### config.mk
export PLATFORM = sky130hd
export DESIGN_NAME = decode_stage
export DESIGN_NICKNAME = d
export VERILOG_FILES = /design/src/rtl/decode_stage.sv
export SDC_FILE = /design/constraint.sdc
export NUM_CORES = 1
export LEC_CHECK = 0
export CAP_MARGIN = 20
export CORE_MARGIN = 1
export CORE_UTILIZATION = 53
export CTS_BUF_LIST = sky130_fd_sc_hd__clkbuf_8
export CTS_CLUSTER_SIZE = 28
export DETAILED_ROUTE_END_ITERATION = 10
export PLACE_DENSITY = 0.88
export SLEW_MARGIN = 20
export SYNTH_ARGS = -nofsm -noshare
export SYNTH_HDL_FRONTEND = slang
export SYNTH_SLANG_ARGS = --single-unit
### constraint.sdc
create_clock -name clk -period 3.6 [get_ports clk]
set_input_delay 0.72 -clock clk [delete_from_list [all_inputs] [get_ports clk]]
set_output_delay 0.72 -clock clk [all_outputs]
set_load 0.02 [all_outputs]
### src/rtl/decode_stage.sv
// Registered valid/ready instruction-decode stage: opcode to ALU/register-file controls,
// with multi-cycle DIV stall, NOP bubble removal, illegal flagging, flush and retire count.
module decode_stage #(
    parameter int CMD_W      = 6,
    parameter int FUNC_W     = 4,
    parameter int FLAG_W     = 4,
    parameter int DIV_CYCLES = 8,
    parameter int CNT_W      = 16
) (
    input  logic              clk,
    input  logic              rst,
    input  logic              in_valid,
    output logic              in_ready,
    input  logic [CMD_W-1:0]  cmd,
    input  logic [FLAG_W-1:0] alu_flags,
    input  logic              flush,
    output logic              out_valid,
    input  logic              out_ready,
    output logic              write,
    output logic              src_addr_sel,
    output logic              des_addr_sel,
    output logic              pc_ctrl,
    output logic [2:0]        alu_bport_sel,
    output logic [FUNC_W-1:0] func,
    output logic              illegal,
    output logic              busy,
    output logic [CNT_W-1:0]  retired
);

    localparam logic [CMD_W-1:0] OP_NOP  = CMD_W'(0);
    localparam logic [CMD_W-1:0] OP_ADD  = CMD_W'(1);
    localparam logic [CMD_W-1:0] OP_SUB  = CMD_W'(2);
    localparam logic [CMD_W-1:0] OP_MUL  = CMD_W'(3);
    localparam logic [CMD_W-1:0] OP_ADDI = CMD_W'(4);
    localparam logic [CMD_W-1:0] OP_LDI  = CMD_W'(5);
    localparam logic [CMD_W-1:0] OP_LW   = CMD_W'(6);
    localparam logic [CMD_W-1:0] OP_SW   = CMD_W'(7);
    localparam logic [CMD_W-1:0] OP_BEQ  = CMD_W'(8);
    localparam logic [CMD_W-1:0] OP_J    = CMD_W'(9);
    localparam logic [CMD_W-1:0] OP_BNE  = CMD_W'(10);
    localparam logic [CMD_W-1:0] OP_MOV  = CMD_W'(11);
    localparam logic [CMD_W-1:0] OP_DIV  = {CMD_W{1'b1}};

    localparam logic [FUNC_W-1:0] F_ADD = FUNC_W'(0);
    localparam logic [FUNC_W-1:0] F_SUB = FUNC_W'(1);
    localparam logic [FUNC_W-1:0] F_MUL = FUNC_W'(2);
    localparam logic [FUNC_W-1:0] F_DIV = FUNC_W'(3);
    localparam logic [FUNC_W-1:0] F_LDI = FUNC_W'(4);
    localparam logic [FUNC_W-1:0] F_BNE = FUNC_W'(5);
    localparam logic [FUNC_W-1:0] F_BEQ = FUNC_W'(6);
    localparam logic [FUNC_W-1:0] F_MOV = FUNC_W'(7);
    localparam logic [FUNC_W-1:0] F_NA  = {FUNC_W{1'b1}};

    localparam int DC_W = (DIV_CYCLES > 1) ? $clog2(DIV_CYCLES) : 1;
    localparam logic DIV_MULTI = (DIV_CYCLES > 1);

    typedef enum logic [1:0] {S_EMPTY = 2'd0, S_FULL = 2'd1, S_DIVW = 2'd2} state_t;

    typedef struct packed {
        logic              illegal;
        logic              write;
        logic              src;
        logic              des;
        logic              pc;
        logic [2:0]        bsel;
        logic [FUNC_W-1:0] func;
    } ctrl_t;

    // Branches are taken unless the flags report exactly 1 (equal / zero result).
    function automatic ctrl_t decode(input logic [CMD_W-1:0] c, input logic [FLAG_W-1:0] f);
        ctrl_t d;
        d      = '0;
        d.func = F_NA;
        case (c)
            OP_NOP:  d.func = F_NA;
            OP_ADD:  begin d.func = F_ADD; d.write = 1'b1; d.src = 1'b1; d.des = 1'b1; end
            OP_SUB:  begin d.func = F_SUB; d.write = 1'b1; d.src = 1'b1; d.des = 1'b1; end
            OP_MUL:  begin d.func = F_MUL; d.write = 1'b1; d.src = 1'b1; d.des = 1'b1; end
            OP_DIV:  begin d.func = F_DIV; d.write = 1'b1; d.src = 1'b1; d.des = 1'b1; end
            OP_ADDI: begin d.func = F_ADD; d.write = 1'b1; d.des = 1'b1; d.bsel = 3'd1; end
            OP_LDI:  begin d.func = F_LDI; d.write = 1'b1; d.bsel = 3'd1; end
            OP_LW:   begin d.func = F_LDI; d.write = 1'b1; d.bsel = 3'd2; end
            OP_SW:   begin d.func = F_LDI; d.write = 1'b1; end
            OP_MOV:  begin d.func = F_MOV; d.write = 1'b1; end
            OP_J:    d.pc = 1'b1;
            OP_BEQ:  begin d.func = F_BEQ; d.pc = (f != FLAG_W'(1)); end
            OP_BNE:  begin d.func = F_BNE; d.pc = (f != FLAG_W'(1)); end
            default: d.illegal = 1'b1;
        endcase
        return d;
    endfunction

    state_t           state_q;
    logic [DC_W-1:0]  div_cnt_q;
    ctrl_t            ctrl_q;
    ctrl_t            ctrl_d;
    logic [CNT_W-1:0] retired_q;
    logic             accept_s;

    assign ctrl_d   = decode(cmd, alu_flags);
    assign in_ready = !rst && !flush &&
                      ((state_q == S_EMPTY) || ((state_q == S_FULL) && out_ready));
    assign accept_s = in_valid && in_ready;

    // Stage FSM, DIV countdown, output control registers and retire counter.
    always_ff @(posedge clk) begin
        if (rst) begin
            state_q      <= S_EMPTY;
            div_cnt_q    <= '0;
            ctrl_q       <= '0;
            ctrl_q.func  <= F_NA;
            retired_q    <= '0;
        end else begin
            if ((state_q == S_FULL) && out_ready) begin
                retired_q <= retired_q + CNT_W'(1);
            end
            if (flush) begin
                state_q   <= S_EMPTY;
                div_cnt_q <= '0;
            end else begin
                case (state_q)
                    S_EMPTY, S_FULL: begin
                        if (accept_s && (cmd != OP_NOP)) begin
                            ctrl_q <= ctrl_d;
                            if ((cmd == OP_DIV) && DIV_MULTI) begin
                                state_q   <= S_DIVW;
                                div_cnt_q <= DC_W'(DIV_CYCLES - 1);
                            end else begin
                                state_q <= S_FULL;
                            end
                        end else if ((state_q == S_FULL) && !out_ready) begin
                            state_q <= S_FULL;
                        end else begin
                            state_q <= S_EMPTY;
                        end
                    end
                    S_DIVW: begin
                        if (div_cnt_q == DC_W'(1)) begin
                            state_q   <= S_FULL;
                            div_cnt_q <= '0;
                        end else begin
                            div_cnt_q <= div_cnt_q - DC_W'(1);
                        end
                    end
                    default: begin
                        state_q   <= S_EMPTY;
                        div_cnt_q <= '0;
                    end
                endcase
            end
        end
    end

    assign out_valid     = (state_q == S_FULL);
    assign busy          = (state_q == S_DIVW);
    assign write         = ctrl_q.write;
    assign src_addr_sel  = ctrl_q.src;
    assign des_addr_sel  = ctrl_q.des;
    assign pc_ctrl       = ctrl_q.pc;
    assign alu_bport_sel = ctrl_q.bsel;
    assign func          = ctrl_q.func;
    assign illegal       = ctrl_q.illegal;
    assign retired       = retired_q;

endmodule

# Yosys cells after proc, flatten, opt, wreduce, memory -nomap -nowiden
# Index checks and enable logic that the tools add are counted.
[word_totals]
mem_count = 0
in_bits = 15
latch_bits = 0
ram_bits = 0
output_inout_bits = 31
rom_bits = 0
word_cells = 73
register_bits = 33
[op_classes]
n_mux = 16
n_shift = 0
mul = 0
eq_ne = 19
bitwise = 1
add_sub_neg = 2
n_reduce_logical = 25
div = 0
n_lt_le_gt_ge = 0
[op_table]
columns = ["operator", "n"]
rows = [
  ["4-bit case mux with 8 select lines", 1],
  ["6-bit by 3-bit == test with 1-bit output, second input constant", 4],
  ["6-bit by 4-bit == test with 1-bit output, second input constant", 4],
  ["16-bit by 1-bit adder with 16-bit output, second input constant", 1],
  ["13-bit OR reduction", 1],
  ["6-bit by 2-bit == test with 1-bit output, second input constant", 2],
  ["2-bit OR reduction", 5],
  ["3-bit two-way mux", 3],
  ["9-bit OR reduction", 1],
  ["2-bit case mux with 2 select lines", 2],
  ["6-bit by 1-bit == test with 1-bit output, second input constant", 1],
  ["6-bit == test, second input constant", 1],
  ["1-bit logical AND", 6],
  ["6-bit zero test", 1],
  ["2-bit two-way mux", 3],
  ["3-bit case mux with 2 select lines", 1],
  ["6-bit nonzero test", 1],
  ["1-bit two-way mux", 5],
  ["5-bit OR reduction", 1],
  ["2-bit inequality test, second input constant", 2],
  ["4-bit by 1-bit inequality test with 1-bit output, second input constant", 1],
  ["4-bit OR reduction", 1],
  ["3-bit by 1-bit == test with 1-bit output, second input constant", 1],
  ["1-bit zero test", 3],
  ["11 further kinds", 11],
]

# Logic depth before layout (Yosys ltp)
[depth]
depth_word = 8
depth_mapped = 7
mapped_depth_nobuf = 7

# Worst setup path before layout
# Ideal clock, no wire load.
[synth_path]
kind = "input to output"
start = "input port rst"
end = "output port in_ready"
n_path_buf = 1
slack_ns = 1.593
required_ns = 2.880
stages = 3
arrival_ns = 1.287
cell_sequence = "buf_2 > nor3_1 > and2_1"
[synth_via]
elab_chain_cells = 3
[synth_rtl]
columns = ["element", "line", "text"]
rows = [
  ["start, declared", "11", "input logic rst,"],
  ["1-bit zero test", "101", "assign in_ready = !rst && !flush &&"],
  ["1-bit logical AND (2 in a row)", "101", ""],
  ["end, declared", "13", "output logic in_ready,"],
]
# Every way passes these cells.

# Final worst setup path
[layout_path]
start = "input port out_ready"
end = "output port in_ready"
[layout_via]
elab_chain_cells = 3
[layout_rtl]
columns = ["element", "line", "text"]
rows = [
  ["start, declared", "18", "input logic out_ready,"],
  ["1-bit logical AND", "102", "((state_q == S_EMPTY) || ((state_q == S_FULL) && out_ready));"],
  ["1-bit logical OR", "102", ""],
  ["1-bit logical AND", "101", ""],
]
# Every way passes these cells.

==> flow_summary.toml <==
[synthesis]
syn-cell-area_sq_um = 1610
syn_avg_cell_area_sq_um = 8.30
synth.top_cell.area_share_pct = 39.8
ys_seq_elements = 32
ys_seq_area_share_pct = 39.8
ys_warn_count = 0
yosys-top-cells-count = "32 x dfxtp_1, 30 x nor2_1, 23 x nand2_1"
synth.distinct_cells = 48
synth_area_leader_cell = "dfxtp_1"
yosysMostFrequentCell = "dfxtp_1"
syn-num-nets = 212
syn-instance-count = 194
synthTopCellsByArea = "dfxtp_1 40%, nor2_1 7.0%, xor2_1 6.5%"
synthFlopType = "dfxtp_1"
synth-edff-count = 0
async_flop_share_pct = 0

[routing]
wl_per_cell_um = 12.4
routed_wl_mm = 3.33
post_drt_via_cell_ratio = 5.50
first_iter_violations = 37
vias = 1474
firstDrtPassIters = 7
drc = 2
ant_nets = 0

[worst_setup_path]
worstSetupEndpointType = "primary output"
r2r_setup_slack_ns = 1.91
start_kind = "input pin"
criticalPathCategory = "input pin to primary output"
reg2regPathDepth = 5
crit_arrival_ns = 2.18
path_max_fanout = 5
required_ns = 2.88

[clocking]
ctsHoldBuffers = 0
cts-root-buf = "clkbuf_8"
clkSlewWorstSetupHoldPaths_ns = 0.07
post_cts_resize_count = 0
numCtsBuffers = 5
cts_tree = "built"
postCtsSetupBuffers = 0
clockBufferDepth = 2
cts_sinks = 32
htree_num_levels = 2
clock_latency_ns = 0.28

[floorplanning]
die_w_um = 57.1
initial_core_util_pct = 56.9
core_area_sq_um = 2830
die_area_sq_um = 3260
pin_count = 46
die_h_um = 57.1
rows = 19

[place]
place.gp.congestion = 0.921
hpwl_mm = 2.42
placed_area_sq_um = 2050
port_buffers = 44

[sta]
drv_slew = 0
timing.fmax_mhz = 345
final_hold_viol_count = 0
setup_viol_count_final = 0
fin_skew_ns = 0.0111
fin_crit_sh_pct = 80.6
rsz0062_at_grt = "false"
final.min_clock_period_ns = 2.90
setup_tns_ns = 0

[global_routing]
grt_usage_pct = 23.9
grt_pass1_vias = 1361
grt_antenna_before_repair = 0
grt_pass1_wl_mm = 5.97
gr-total-overflow = 0
grt_max_degree = 27

[finish]
area_delta_synth_final_pct = 31.9
drive_above_1_share_pct = 6.33
design_area_sq_um = 2120
n_antenna_cell = 0
num-nets-final = 255

[power_and_ir_drop]
total_power_mw = 0.687
leakagePower_nw = 0.786
power_density_nw_per_um2 = 323
ir_drop_v = 0.000255

[run]
maxCapViolations = 0

[outcome]
run_status = "complete, but fails checks"
violations = "DRC"

[worst_hold_path]
hold_path_depth = 2
hold_class = "flip-flop to flip-flop"
==> layer usage <==
metal	vias up	part of all wire [%]	global-route usage, %
li1	743	-	-
met4	0	1.3	10.5
met2	40	47	38.5
met3	5	4.9	6.58
met5	-	0	0
met1	686	47	30.0
==> critical path, cell delays in order <==
cell and delay [ns]:
clkdlybuf4s50_1 0.50, nand2b_1 0.22, and2_1 0.15, clkdlybuf4s50_1 0.59
==> stage by stage <==
stage	setup slack (ns)	utilization (%)	hold WS (ns)	std cells
finish	0.698	75.1	0.444	268
global route	0.593	75.1	0.483	268
CTS	0.687	75.1	0.450	268
detailed placement	0.696	72.3	0.439	261
global placement	0.704	72.3	0.431	261
floorplan	1.59	-	0.464	194
==> cell usage in the layout (no fill, tap or decap), types with 2 or more instances in the layout <==
cell type / n
a211oi_1: 2
a21o_1: 2
a21oi_1: 8
a31oi_1: 2
and2_1: 5
and4_1: 3
clkbuf_8: 5
clkdlybuf4s50_1: 44
dfxtp_1: 32
ha_1: 3
inv_1: 7
nand2_1: 23
nand2b_1: 3
nand3_1: 7
nand4_1: 2
nor2_1: 30
nor2b_1: 4
nor3_1: 3
nor3_2: 2
o211ai_1: 2
o21a_1: 2
o21ai_0: 6
xnor2_1: 4
xor2_1: 12
==> kinds of logic after synthesis <==
| group | synth area share [%] |
|---|---|
| AO/OA/AOI/OAI | 13.4 |
| XOR/XNOR | 8.70 |
| adder cells (fa/ha/maj) | 2.33 |
| buffers and inverters | 4.58 |
| flip-flops | 39.8 |
| multiplexers | 0.622 |
| other | 0.233 |
| AND/OR/NAND/NOR | 30.4 |
==> registers in the layout, indices dropped and copies added (netlist names) <==
| register | flops |
|---|---|
| write | 1 |
| src_addr_sel | 1 |
| div_cnt_q | 3 |
| state_q | 2 |
| func | 4 |
| des_addr_sel | 1 |
| retired | 16 |
| illegal | 1 |
| pc_ctrl | 1 |
| alu_bport_sel | 2 |
==> power by group <==
| part | internal, mW | switching [mW] |
|---|---|---|
| Combinational | 0.0364 | 0.0404 |
| Clock | 0.128 | 0.120 |
| Sequential | 0.359 | 0.00261 |
| Total | 0.524 | 0.163 |
==> cell type report <==
type	count	area [sq um]
clock inverter	2	8.76
timing repair buffer	45	448
multi-input combinational	147	896
tap	31	38.8
inverter	6	22.5
clock buffer	5	68.8
sequential	32	641
fill	240	706
==> path summary, 6_finish.rpt <==
kind,startpoint,end
setup / recovery,out_ready,in_ready
hold / removal,func[3],func[3]
setup reg to reg,state_q[1],illegal
hold reg to reg,func[3],func[3]
Power figures use the tool's default switching activity.
